**src/rtl/boid_plotter_if.sv**
```systemverilog
// Bundle between the boid plotter, the boid position memory and the framebuffer write port.
// master = plotter side, slave = memory/framebuffer/controller side.
interface boid_plotter_if #(
    parameter int ADDR_WIDTH = 10,
    parameter int X_WIDTH    = 5,
    parameter int Y_WIDTH    = 5,
    parameter int IDX_WIDTH  = 3
);
    logic                  frame_start;
    logic [IDX_WIDTH-1:0]  boid_addr;
    logic [X_WIDTH-1:0]    boid_x;
    logic [Y_WIDTH-1:0]    boid_y;
    logic                  fb_swap;
    logic                  fb_we;
    logic [ADDR_WIDTH-1:0] fb_write_addr;
    logic                  fb_write_data;
    logic                  busy;
    logic                  done;
    logic                  overrun;

    modport master (
        input  frame_start,
        input  boid_x,
        input  boid_y,
        output boid_addr,
        output fb_swap,
        output fb_we,
        output fb_write_addr,
        output fb_write_data,
        output busy,
        output done,
        output overrun
    );

    modport slave (
        output frame_start,
        output boid_x,
        output boid_y,
        input  boid_addr,
        input  fb_swap,
        input  fb_we,
        input  fb_write_addr,
        input  fb_write_data,
        input  busy,
        input  done,
        input  overrun
    );
endinterface

```
**src/rtl/boid_plotter.sv**
```systemverilog
// Rasterises every boid as a SPRITE x SPRITE square into the back framebuffer, one pixel per cycle,
// after pulsing the buffer swap at the start of each frame.
module boid_plotter #(
    parameter int FB_WIDTH   = 32,
    parameter int FB_HEIGHT  = 32,
    parameter int ADDR_WIDTH = 10,
    parameter int X_WIDTH    = 5,
    parameter int Y_WIDTH    = 5,
    parameter int NUM_BOIDS  = 8,
    parameter int IDX_WIDTH  = 3,
    parameter int SPRITE     = 2
) (
    input  logic          clk,
    input  logic          reset,
    boid_plotter_if.master bus
);
    localparam int DW = (SPRITE > 1) ? $clog2(SPRITE) : 1;
    localparam logic [DW-1:0]        D_LAST   = DW'(SPRITE - 1);
    localparam logic [IDX_WIDTH-1:0] IDX_LAST = IDX_WIDTH'(NUM_BOIDS - 1);

    localparam logic [2:0] IDLE  = 3'd0;
    localparam logic [2:0] SWAP  = 3'd1;
    localparam logic [2:0] FETCH = 3'd2;
    localparam logic [2:0] LATCH = 3'd3;
    localparam logic [2:0] DRAW  = 3'd4;
    localparam logic [2:0] DONE  = 3'd5;

    logic [2:0]            state_reg, state_next;
    logic [IDX_WIDTH-1:0]  idx_reg, idx_next;
    logic [X_WIDTH-1:0]    bx_reg, bx_next;
    logic [Y_WIDTH-1:0]    by_reg, by_next;
    logic [DW-1:0]         dx_reg, dx_next;
    logic [DW-1:0]         dy_reg, dy_next;
    logic                  overrun_reg, overrun_next;
    logic                  fb_swap_reg;
    logic                  fb_we_reg, fb_we_next;
    logic [ADDR_WIDTH-1:0] fb_write_addr_reg, fb_write_addr_next;
    logic                  busy_reg;
    logic                  done_reg;

    logic                  last_pixel;
    logic                  last_boid;
    logic [X_WIDTH:0]      px_next;
    logic [Y_WIDTH:0]      py_next;
    logic                  pixel_on_screen;

    assign last_pixel = (dx_reg == D_LAST) && (dy_reg == D_LAST);
    assign last_boid  = (idx_reg == IDX_LAST);

    always_comb begin
        state_next   = state_reg;
        idx_next     = idx_reg;
        bx_next      = bx_reg;
        by_next      = by_reg;
        dx_next      = dx_reg;
        dy_next      = dy_reg;
        overrun_next = overrun_reg;

        case (state_reg)
            IDLE: begin
                if (bus.frame_start) begin
                    state_next = SWAP;
                end
            end
            SWAP: begin
                idx_next   = '0;
                state_next = FETCH;
            end
            FETCH: begin
                state_next = LATCH;
            end
            LATCH: begin
                bx_next    = bus.boid_x;
                by_next    = bus.boid_y;
                dx_next    = '0;
                dy_next    = '0;
                state_next = DRAW;
            end
            DRAW: begin
                if (last_pixel) begin
                    dx_next = '0;
                    dy_next = '0;
                    if (last_boid) begin
                        state_next = DONE;
                    end else begin
                        idx_next   = idx_reg + IDX_WIDTH'(1);
                        state_next = FETCH;
                    end
                end else if (dx_reg == D_LAST) begin
                    dx_next = '0;
                    dy_next = dy_reg + DW'(1);
                end else begin
                    dx_next = dx_reg + DW'(1);
                end
            end
            DONE: begin
                state_next = IDLE;
            end
            default: begin
                state_next = IDLE;
            end
        endcase

        // A new frame always wins: abandon whatever is in flight and restart from boid 0.
        if (bus.frame_start) begin
            if (state_reg != IDLE) begin
                overrun_next = 1'b1;
            end
            state_next = SWAP;
            idx_next   = '0;
        end
    end

    // Pixel maths is done on the next-cycle coordinates so the write port can be registered.
    assign px_next = {1'b0, bx_next} + (X_WIDTH + 1)'(dx_next);
    assign py_next = {1'b0, by_next} + (Y_WIDTH + 1)'(dy_next);
    assign pixel_on_screen = (32'(px_next) < 32'(FB_WIDTH)) && (32'(py_next) < 32'(FB_HEIGHT));

    assign fb_we_next         = (state_next == DRAW) && pixel_on_screen;
    assign fb_write_addr_next = ADDR_WIDTH'(py_next) * ADDR_WIDTH'(FB_WIDTH) + ADDR_WIDTH'(px_next);

    always_ff @(posedge clk or posedge reset) begin
        if (reset) begin
            state_reg         <= IDLE;
            idx_reg           <= '0;
            bx_reg            <= '0;
            by_reg            <= '0;
            dx_reg            <= '0;
            dy_reg            <= '0;
            overrun_reg       <= 1'b0;
            fb_swap_reg       <= 1'b0;
            fb_we_reg         <= 1'b0;
            fb_write_addr_reg <= '0;
            busy_reg          <= 1'b0;
            done_reg          <= 1'b0;
        end else begin
            state_reg         <= state_next;
            idx_reg           <= idx_next;
            bx_reg            <= bx_next;
            by_reg            <= by_next;
            dx_reg            <= dx_next;
            dy_reg            <= dy_next;
            overrun_reg       <= overrun_next;
            fb_swap_reg       <= (state_next == SWAP);
            fb_we_reg         <= fb_we_next;
            fb_write_addr_reg <= fb_write_addr_next;
            busy_reg          <= (state_next != IDLE);
            done_reg          <= (state_next == DONE);
        end
    end

    assign bus.boid_addr     = idx_reg;
    assign bus.fb_swap       = fb_swap_reg;
    assign bus.fb_we         = fb_we_reg;
    assign bus.fb_write_addr = fb_write_addr_reg;
    assign bus.fb_write_data = fb_we_reg;
    assign bus.busy          = busy_reg;
    assign bus.done          = done_reg;
    assign bus.overrun       = overrun_reg;
endmodule

```
**src/flat_wrapper.sv**
```systemverilog
// flat-port wrapper written by rule: the top's interface ports become plain ports
module boid_plotter_flat 
#(
    parameter int FB_WIDTH   = 32,
    parameter int FB_HEIGHT  = 32,
    parameter int ADDR_WIDTH = 10,
    parameter int X_WIDTH    = 5,
    parameter int Y_WIDTH    = 5,
    parameter int NUM_BOIDS  = 8,
    parameter int IDX_WIDTH  = 3,
    parameter int SPRITE     = 2
)
  (clk, reset, bus_frame_start, bus_boid_x, bus_boid_y, bus_boid_addr, bus_fb_swap, bus_fb_we, bus_fb_write_addr, bus_fb_write_data, bus_busy, bus_done, bus_overrun);
  boid_plotter_if #(.ADDR_WIDTH(ADDR_WIDTH), .X_WIDTH(X_WIDTH), .Y_WIDTH(Y_WIDTH), .IDX_WIDTH(IDX_WIDTH)) bus_i ();
  input  logic clk;
  input  logic reset;
  input wire logic [$bits(bus_i.frame_start)-1:0] bus_frame_start;
  input wire logic [$bits(bus_i.boid_x)-1:0] bus_boid_x;
  input wire logic [$bits(bus_i.boid_y)-1:0] bus_boid_y;
  output wire logic [$bits(bus_i.boid_addr)-1:0] bus_boid_addr;
  output wire logic [$bits(bus_i.fb_swap)-1:0] bus_fb_swap;
  output wire logic [$bits(bus_i.fb_we)-1:0] bus_fb_we;
  output wire logic [$bits(bus_i.fb_write_addr)-1:0] bus_fb_write_addr;
  output wire logic [$bits(bus_i.fb_write_data)-1:0] bus_fb_write_data;
  output wire logic [$bits(bus_i.busy)-1:0] bus_busy;
  output wire logic [$bits(bus_i.done)-1:0] bus_done;
  output wire logic [$bits(bus_i.overrun)-1:0] bus_overrun;
  assign bus_i.frame_start = bus_frame_start;
  assign bus_i.boid_x = bus_boid_x;
  assign bus_i.boid_y = bus_boid_y;
  assign bus_boid_addr = bus_i.boid_addr;
  assign bus_fb_swap = bus_i.fb_swap;
  assign bus_fb_we = bus_i.fb_we;
  assign bus_fb_write_addr = bus_i.fb_write_addr;
  assign bus_fb_write_data = bus_i.fb_write_data;
  assign bus_busy = bus_i.busy;
  assign bus_done = bus_i.done;
  assign bus_overrun = bus_i.overrun;
  boid_plotter #(.FB_WIDTH(FB_WIDTH), .FB_HEIGHT(FB_HEIGHT), .ADDR_WIDTH(ADDR_WIDTH), .X_WIDTH(X_WIDTH), .Y_WIDTH(Y_WIDTH), .NUM_BOIDS(NUM_BOIDS), .IDX_WIDTH(IDX_WIDTH), .SPRITE(SPRITE)) u_core (.clk(clk), .reset(reset), .bus(bus_i));
endmodule
```
**config.mk**
```make
export PLATFORM = sky130hd
export DESIGN_NAME = boid_plotter_flat
export DESIGN_NICKNAME = d
export VERILOG_FILES = /design/src/rtl/boid_plotter_if.sv /design/src/rtl/boid_plotter.sv /design/src/flat_wrapper.sv
export SDC_FILE = /design/constraint.sdc
export NUM_CORES = 1
export LEC_CHECK = 0
export CAP_MARGIN = 20
export CORE_ASPECT_RATIO = 0.5
export CORE_MARGIN = 3
export CORE_UTILIZATION = 45
export DETAILED_ROUTE_END_ITERATION = 8
export HOLD_SLACK_MARGIN = 0.06
export PLACE_DENSITY = 0.77
export SLEW_MARGIN = 10
export SYNTH_ARGS = -nofsm -noshare
export SYNTH_HDL_FRONTEND = slang
export SYNTH_SLANG_ARGS = --single-unit
```
**constraint.sdc**
```tcl
create_clock -name clk -period 7.6 [get_ports clk]
set_input_delay 1.52 -clock clk [delete_from_list [all_inputs] [get_ports clk]]
set_output_delay 1.52 -clock clk [all_outputs]
set_load 0.01 [all_outputs]
```
==> summary.md, run 1 <==
| Metric | Value |
|---|---|
| Seq cells post-synth | `33` |
| Initial antenna violation count | `0` |
| First-pass GRT wire length | `4770 um` |
| Yosys Warn Count | `0` |
| Port Buffer Count | `31` |
| Layout cells sized above 1 | `0.129` |
| Final min period | `~3.8 ns` |
| Drt wl/cell | `13.4 um` |
| Root buffer cell | `clkbuf_8` |
| Iter 0 DRT Violations | `45` |
| Crit Path Max Fanout | `5` |
| Endpoints failing hold | `0` |
| Synth area leader | `dfrtp_1` |
| Die Ht | `48.0 um` |
| Antenna-violating nets left | `0` |
| Number of distinct library cells after synthesis | `35` |
| Design Power | `approximately 540 uW` |
| Largest net degree at the start of global routing | `34` |
| PwrDens | `~270 nW/um2` |
| Vias in the first global route | `slightly above 1000` |
| Final Slew Violations | `0` |
| Num CTS Buffers | `5` |
| CTS max path bufs | `2` |
| Setup-failing EPs final | `0` |
| # clock sinks | `33` |
| Worst-Skew Late Latency | `between 0.2 and 0.3 ns` |
| TritonCTS clock tree | `yes` |
| Status | `completed` |
| Sequential area share after synthesis | `0.521` |
| Top post-synthesis cells by count | `33 x dfrtp_1, 11 x ha_1, 8 x mux2_2, 7 x nand3_1, 7 x nor2_1` |
| Vias post-DR | `~1000` |
| Setup_tns | `0 ns` |
| Synth top area share | `0.521` |
| Most used DFF post-synth | `dfrtp_1` |
| Final RePlAce weighted congestion | `around 0.86` |
| Critical Path Sink Type | `flip-flop` |
| Critical path class | `in2reg` |
| Clock-pin slew on the worst setup and hold paths | `approximately 0.07 ns` |
| Number of synthesized flops with an enable pin | `0` |
| Period utilization | `0.495` |
| Final Core Density | `0.630` |
| CP startpoint kind | `input pin` |
| Async set-reset flop share out of synthesis | `1.00` |
| WL final | `2840 um` |
| DRT Pass-1 Iters | `4` |
| Synthesized instance count | `130` |
| Post-CTS Resized | `0` |
| Synthesized area | `about 1600 um2` |
| CP arrival | `about 4.0 ns` |
| Post-detail-place hpwl | `2090 um` |
| H-tree levels | `2` |
| Hold_buf cts | `0` |
| Post-CTS setup buffers | `0` |
| Antenna Cells | `0` |
| Critical Path RT | `just under 8 ns` |
| Syn avg cell area | `12.2 um2` |
| Layout Nets | `186` |
| Most numerous cell in the Yosys netlist | `dfrtp_1` |
| Final WS setup | `3.83 ns` |
| Hold Path Class | `reg2reg` |
| Max cap viols | `0` |
| Leak pwr | `about 0.9 nW` |
| Post-Syn Nets | `154` |
| Fill count | `251` |
| GRT overflow | `0` |
| Core footprint | `3170 um2` |
| Die Footprint | `approximately 4300 um2` |
| # DRC | `0` |
| P&R area growth vs syn | `26.1%` |
| Least-Margin Pin Slew | `0.520 ns` |
| Fmax | `0.266 GHz` |
| Ports | `32` |
| Tot GR Track Use | `0.147` |
| RSZ-0062 raised after global routing | `no` |
| Dpl ws | `3.54 ns` |
| Maximum vdd drop | `144 uV` |
| Row count | `14` |
| Skew final | `0.00179 ns` |
| Number of flip-flops in the largest register | `10` |
| Initial Util | `0.500` |
| Die width | `89.9 um` |
| Relative slew slack | `0.648` |
| Synth top area cells | `dfrtp_1 52%, ha_1 8.7%, mux2_2 5.7%` |
| Via-to-Cell Ratio | `4.92` |
cell families (layout without fill, tap and decap cells):
| logic type | count (synthesis) | count (layout) | synth area share |
|---|---|---|---|
| compound gates | 17 | 17 | 0.0743 |
| simple gates | 35 | 35 | 0.132 |
| flops | 33 | 33 | 0.521 |
| xor+xnor | 7 | 7 | 0.0387 |
| mux | 14 | 14 | 0.103 |
| fa+ha+maj | 11 | 11 | 0.0869 |
| buf+inv | 13 | 46 | 0.0442 |
critical path, stage by stage:
cell	delay [ns]
clkdlybuf4s50_1	0.39
mux2_2	0.27
ha_1	0.21
nand3_1	0.13
nor3_2	0.07
ha_1	0.24
ha_1	0.24
or3_1	0.36
a31o_2	0.25
o22ai_1	0.14
xnor2_1	0.14
through the flow:
stage / area, um2 / hold slack, ns / instances
after CTS: 2000 / 0.471 / 211
after global routing: 2000 / 0.509 / 211
after floorplan: 1580 / 0.473 / 130
final: 2000 / 0.468 / 211
after detailed placement: 1910 / 0.456 / 203
after global placement: 1910 / 0.441 / 203
final timing paths:
check | from | cells after the start | slack [ns] | endpoint
setup / recovery | bus_boid_x[0] | 11 | 3.83 | u_core.bus.fb_write_addr[9]
hold / removal | u_core.bus.overrun | 1 | 0.47 | u_core.bus.overrun
setup reg to reg | u_core.state_reg[2] | 11 | 4.52 | u_core.bus.fb_write_addr[9]
hold reg to reg | u_core.bus.overrun | 1 | 0.47 | u_core.bus.overrun
max in group asynchronous | reset | 3 | 5.68 | u_core.bus.fb_write_addr[7]
min in group asynchronous | reset | 3 | 1.62 | u_core.bus.overrun
cells in the final DEF (no fill, tap or decap), types with 2 or more instances in the layout:
cell / instances
a21o_1: 2
a21oi_1: 6
a22o_1: 2
clkbuf_8: 5
clkdlybuf4s50_1: 31
clkinv_2: 2
dfrtp_1: 33
ha_1: 11
inv_1: 6
mux2_2: 8
mux2i_1: 5
nand2_1: 5
nand2b_1: 3
nand3_1: 7
nor2_1: 7
o21ai_0: 2
o22ai_1: 2
or3_1: 3
xnor2_1: 6
power by group:
group | total (mW) | internal (mW) | switching, mW
Clock | 0.126 | 0.0634 | 0.0631
Sequential | 0.242 | 0.222 | 0.0204
Combinational | 0.166 | 0.0907 | 0.0756
layout make-up:
class / count / area (um2) / share of cell area
flip-flops and latches: 33 / 826 / 0.414
multi-input cells: 84 / 688 / 0.345
repair buffers: 32 / 318 / 0.159
clock buffers: 6 / 72.6 / 0.0363
well taps: 48 / 60.1 / 0.0301
inverters: 6 / 22.5 / 0.0113
clock inverters: 2 / 10.0 / 0.00501
metal layers:
metal | share of wire | global-route usage
met5 | 0 | 0
met4 | 0.013 | 0.0578
met3 | 0.048 | 0.0518
met2 | 0.45 | 0.244
met1 | 0.48 | 0.184
No activity file was read; power rests on OpenSTA's default activity.
==> inputs of run 2 (changes only) <==
Settings changed: PLACE_DENSITY 0.77 to 0.8.
Clock period 7.6 ns to 3.2 ns, I/O delays scaled along.
==> run 2 against run 1 <==
Compared with the run above:
- global-route usage rose by 0.75 points
- sequential power is 140% higher
- total power rose by 140%
- flip-flop and latch count unchanged
- die area stayed put
- combinational power is 140% higher
- sequential share of layout area fell by 0.38 points
- non-clock buffer count up 2
- clock-buffer cell count up 1
- worst setup slack got worse by 3.6 ns
- design area up 0.94%
- first-iteration DRC count grew 11%
- critical endpoint unchanged
- highest routed layer unchanged
==> summary.md, run 2 (synthesis results as in run 1) <==
| Metric | Value |
|---|---|
| Status | `completed` |
| Via-to-Cell Ratio | `about 5` |
| Iter 0 DRT Violations | `50` |
| Fmax | `0.333 GHz` |
| Largest net degree at the start of global routing | `34` |
| H-tree levels | `2` |
| Reg power frac | `0.446` |
| Critical R2R Capture | `u_core.bus.fb_write_addr[9]` |
| Design Power | `1.29 mW` |
| Min-delay src | `u_core.bus.overrun` |
| Critical Path Sink Type | `flip-flop` |
| Tot GR Track Use | `0.154` |
| Final RePlAce weighted congestion | `0.856` |
| P&R area growth vs syn | `27.3%` |
| Worst-Skew Late Latency | `0.28 ns` |
| CP arrival | `between 3 and 4 ns` |
| Reg2Reg Launch Point | `u_core.state_reg[2]` |
| Die Footprint | `4310 um2` |
| Number of flip-flops in the largest register | `10` |
| Worst r2r path cells | `11` |
| Layout cells sized above 1 | `0.134` |
| Worst hold margin | `about 0.46 ns` |
| Drt wl/cell | `approximately 14 um` |
| Sw Share | `0.290` |
| GRT overflow | `0` |
| Clock-pin slew on the worst setup and hold paths | `0.06 ns` |
| RSZ-0062 raised after global routing | `no` |
| Die width | `89.9 um` |
| Endpoints failing hold | `0` |
| Antenna-violating nets left | `0` |
| Leak pwr | `0.925 nW` |
| # clock sinks | `33` |
| Comb power frac | `0.307` |
| Multi-input gate area in the final layout | `688 um2` |
| Core footprint | `3170 um2` |
| Root buffer cell | `clkbuf_8` |
| Maximum vdd drop | `slightly above 400 uV` |
| Port Buffer Count | `31` |
| Antenna Cells | `0` |
| Fill count | `260` |
| WL final | `3000 um` |
| Least-Margin Pin Slew | `0.514 ns` |
| Die Ht | `48.0 um` |
| Post-CTS Resized | `0` |
| Critical Path RT | `between 3 and 4 ns` |
| # DRC | `0` |
| Commonest non-fill, non-tap cell in the layout | `dfrtp_1` |
| Layout Nets | `188` |
| Vias in the first global route | `~1100` |
| Switching power | `374 uW` |
| Num CTS Buffers | `5` |
| Row count | `14` |
| Crit path capture | `u_core.bus.fb_write_addr[9]` |
| Final Slew Violations | `0` |
| Max cap viols | `0` |
| Post-CTS setup buffers | `0` |
| Ports | `32` |
| DRT Pass-1 Iters | `4` |
| Period utilization | `0.938` |
| Skew final | `around 0.0020 ns` |
| First-pass GRT wire length | `slightly below 5000 um` |
| Final min period | `between 3 and 4 ns` |
| Initial antenna violation count | `0` |
| Reg2reg setup slack | `0.20 ns` |
| Relative slew slack | `0.653` |
| Hold_buf cts | `0` |
| Commonest cells after routing, fill and taps aside | `33 x dfrtp_1, 31 x clkdlybuf4s50_1, 11 x ha_1, 8 x mux2_2` |
| Storage element area | `826 um2` |
| PwrDens | `639 nW/um2` |
| Vias post-DR | `about 1100` |
| Initial Util | `0.500` |
| TritonCTS clock tree | `yes` |
| Internal | `913 uW` |
| Setup_tns | `0 ns` |
| Crit Path Max Fanout | `11` |
| Critical path class | `reg2reg` |
| CP startpoint | `u_core.state_reg[2]` |
| Clock network power share | `0.246` |
| CP startpoint kind | `flip-flop` |
| Post-detail-place hpwl | `around 2200 um` |
| Hold Path Class | `reg2reg` |
| Setup-failing EPs final | `0` |
| CTS max path bufs | `2` |
[run 2: through the flow]
step / utilization / cell area, um2 / setup slack [ns] / cells
floorplan: - / 1580 / 0.343 / 130
global placement: 0.609 / 1930 / 0.132 / 205
detailed placement: 0.609 / 1930 / 0.0399 / 205
CTS: 0.636 / 2020 / 0.216 / 212
global route: 0.636 / 2020 / 0.0158 / 212
finish: 0.636 / 2020 / 0.200 / 212
[run 2: final cells by class]
type                       count  share of cell area
timing repair buffer          34               0.165
tap                           48              0.0298
clock buffer                   7              0.0428
multi-input combinational     84               0.341
sequential                    33               0.410
inverter                       6              0.0112
[run 2: layer usage]
| layer | wire (um) | global-route usage |
|---|---|---|
| met5 | 0 | 0 |
| met4 | 58 | 0.0790 |
| met3 | 126 | 0.0518 |
| met2 | 1390 | 0.256 |
| met1 | 1420 | 0.190 |
[run 2: how the worst min path moves through the flow]
stage / to / slack (ns) / depth (start not counted)
finish: u_core.bus.overrun / 0.46 / 1
CTS: u_core.bus.overrun / 0.47 / 1
floorplan: u_core.bx_reg[0] / 0.47 / 1
global placement: u_core.bus.overrun / 0.44 / 1
detailed placement: u_core.bus.overrun / 0.45 / 1
global route: u_core.bus.overrun / 0.49 / 1
[run 2: power groups by stage]
| stage | Clock (mW) | Sequential [mW] | Combinational [mW] |
|---|---|---|---|
| finish | 0.317 | 0.574 | 0.396 |
| global route | 0.341 | 0.589 | 0.433 |
| CTS | 0.324 | 0.574 | 0.401 |
| detailed placement | 0 | 0.580 | 0.398 |
| global placement | 0 | 0.577 | 0.389 |
| floorplan | 0 | 0.600 | 0.196 |
[run 2: worst max-delay path, cell delays in order (launching register included)]
cell,delay (ns)
dfrtp_1,0.47
nand3b_4,0.30
mux2_2,0.38
ha_1,0.22
nand3_1,0.14
nor3_2,0.07
ha_1,0.24
ha_1,0.20
or3_1,0.35
a31o_2,0.26
o22ai_1,0.14
xnor2_1,0.13
==> inputs of run 3 (changes only) <==
Settings changed: PLACE_DENSITY 0.8 to 0.77.
==> run 3 against run 2 <==
Compared with the run above:
- sequential share of layout area hardly changed
- clock-buffer cell count is 1 higher
- cell count is 0.94% higher
- non-clock buffer count is 1 higher
- global-route usage is 0.26 points higher
- critical endpoint unchanged
- highest routed layer unchanged
==> summary.md, run 3 (synthesis results as in run 1) <==
| Metric | Value |
|---|---|
| Largest net degree at the start of global routing | `34` |
| Crit path capture | `u_core.bus.fb_write_addr[9]` |
| Antenna Cells | `0` |
| Tot GR Track Use | `0.157` |
| Drt wl/cell | `13.7 um` |
| Final Slew Violations | `0` |
| Initial antenna violation count | `0` |
| WL final | `2930 um` |
| GRT overflow | `0` |
| Critical R2R Capture | `u_core.bus.fb_write_addr[9]` |
| Die width | `about 90 um` |
| Critical path class | `reg2reg` |
| Reg2reg setup slack | `0.31 ns` |
| PwrDens | `633 nW/um2` |
| CP startpoint | `u_core.state_reg[2]` |
| DRT Pass-1 Iters | `4` |
| Setup_tns | `0 ns` |
| Reg2Reg Launch Point | `u_core.state_reg[2]` |
| Num CTS Buffers | `5` |
| Iter 0 DRT Violations | `56` |
| Via-to-Cell Ratio | `just over 5` |
| Vias in the first global route | `1072` |
| Hold_buf cts | `0` |
| TritonCTS clock tree | `yes` |
| Commonest cells after routing, fill and taps aside | `33 x dfrtp_1, 31 x clkdlybuf4s50_1, 11 x ha_1, 8 x mux2_2` |
| Vias post-DR | `1087` |
| Dpl ws | `0.0967 ns` |
| Worst-Skew Late Latency | `0.28 ns` |
| Post-CTS Resized | `0` |
| Post-CTS setup buffers | `0` |
| First-pass GRT wire length | `5090 um` |
| Layout Nets | `around 190` |
| Final WS setup | `~0.31 ns` |
| Row count | `14` |
| CP startpoint kind | `flip-flop` |
| # clock sinks | `33` |
| Crit Path Max Fanout | `10` |
| Critical Path RT | `3.41 ns` |
| Antenna-violating nets left | `0` |
| Least-Margin Pin Slew | `0.522 ns` |
| Worst r2r path cells | `11` |
| Endpoints failing hold | `0` |
| Root buffer cell | `clkbuf_8` |
| Setup-failing EPs final | `0` |
| Number of flip-flops in the largest register | `10` |
| Period utilization | `0.902` |
| Max cap viols | `0` |
| Fmax | `between 0.3 and 0.4 GHz` |
| P&R area growth vs syn | `27.3%` |
| Core footprint | `3170 um2` |
| CP arrival | `around 3.1 ns` |
| Initial Util | `0.500` |
| # DRC | `0` |
| Ports | `32` |
| Clock-pin slew on the worst setup and hold paths | `0.06 ns` |
| Die Ht | `48.0 um` |
| RSZ-0062 raised after global routing | `no` |
| H-tree levels | `2` |
| Leak pwr | `0.925 nW` |
| Commonest non-fill, non-tap cell in the layout | `dfrtp_1` |
| Final min period | `2.89 ns` |
| Die Footprint | `4310 um2` |
| Post-detail-place hpwl | `2110 um` |
| Port Buffer Count | `31` |
| Maximum vdd drop | `340 uV` |
| CTS max path bufs | `2` |
| Critical Path Sink Type | `flip-flop` |
| Layout cells sized above 1 | `0.133` |
| Status | `completed` |
| Skew final | `0.00431 ns` |
| Final RePlAce weighted congestion | `~0.86` |
| Hold Path Class | `reg2reg` |
| Relative slew slack | `0.647` |
## run 3: cell count changes in the layout (fill, tap and decap cells not counted), sizes merged
| cell | delta |
|---|---|
| buf | +1 |
| clkbuf | +1 |
## run 3: final cells by class
| type | count | area (um2) |
|---|---|---|
| Multi-Input combinational cell | 84 | 688 |
| Timing Repair Buffer | 35 | 340 |
| Tap cell | 48 | 60.1 |
| Fill cell | 245 | 1150 |
| Clock buffer | 8 | 80.1 |
| Sequential cell | 33 | 826 |
| Inverter | 6 | 22.5 |
## run 3: report_power, final
part | switching (mW) | leakage, nW | internal, mW
Sequential | 0.0464 | 0.398 | 0.527
Combinational | 0.182 | 0.488 | 0.221
Clock | 0.146 | 0.0395 | 0.154
Total | 0.374 | 0.925 | 0.902
## run 3: through the flow
stage | cells | total power [mW] | util | area (um2) | hold slack (ns)
2_1_floorplan | 130 | 0.796 | - | 1580 | 0.473
3_3_place_gp | 206 | 0.974 | 0.611 | 1940 | 0.440
3_5_place_dp | 206 | 0.984 | 0.611 | 1940 | 0.456
4_1_cts | 214 | 1.29 | 0.636 | 2020 | 0.474
5_1_grt | 214 | 1.36 | 0.636 | 2020 | 0.507
6_report | 214 | 1.28 | 0.636 | 2020 | 0.470
## run 3: critical path, cell delays in order, from the launching register on
cell,delay (ns)
dfrtp_1,0.48
nand3b_4,0.25
mux2_2,0.36
ha_1,0.20
nand3_1,0.13
nor3_2,0.07
ha_1,0.24
ha_1,0.20
or3_1,0.34
a31o_2,0.25
o22ai_1,0.14
xnor2_1,0.13
## run 3: routing by layer
metal | track usage | vias to the layer above | part of all wire
li1 | - | 520 | -
met1 | 0.206 | 538 | 0.49
met2 | 0.244 | 24 | 0.46
met3 | 0.0440 | 5 | 0.035
met4 | 0.0912 | 0 | 0.016
met5 | 0 | - | 0
## run 3: worst min path at each step
stage	start	endpoint	slack, ns	cells after the start
6_report	u_core.bus.overrun	u_core.bus.overrun	0.47	1
5_1_grt	u_core.bus.overrun	u_core.bus.overrun	0.51	1
4_1_cts	u_core.bus.overrun	u_core.bus.overrun	0.47	1
3_5_place_dp	u_core.bus.overrun	u_core.bus.overrun	0.46	1
3_3_place_gp	u_core.bus.overrun	u_core.bus.overrun	0.44	1
2_1_floorplan	u_core.bx_reg[0]	u_core.bx_reg[0]	0.47	1
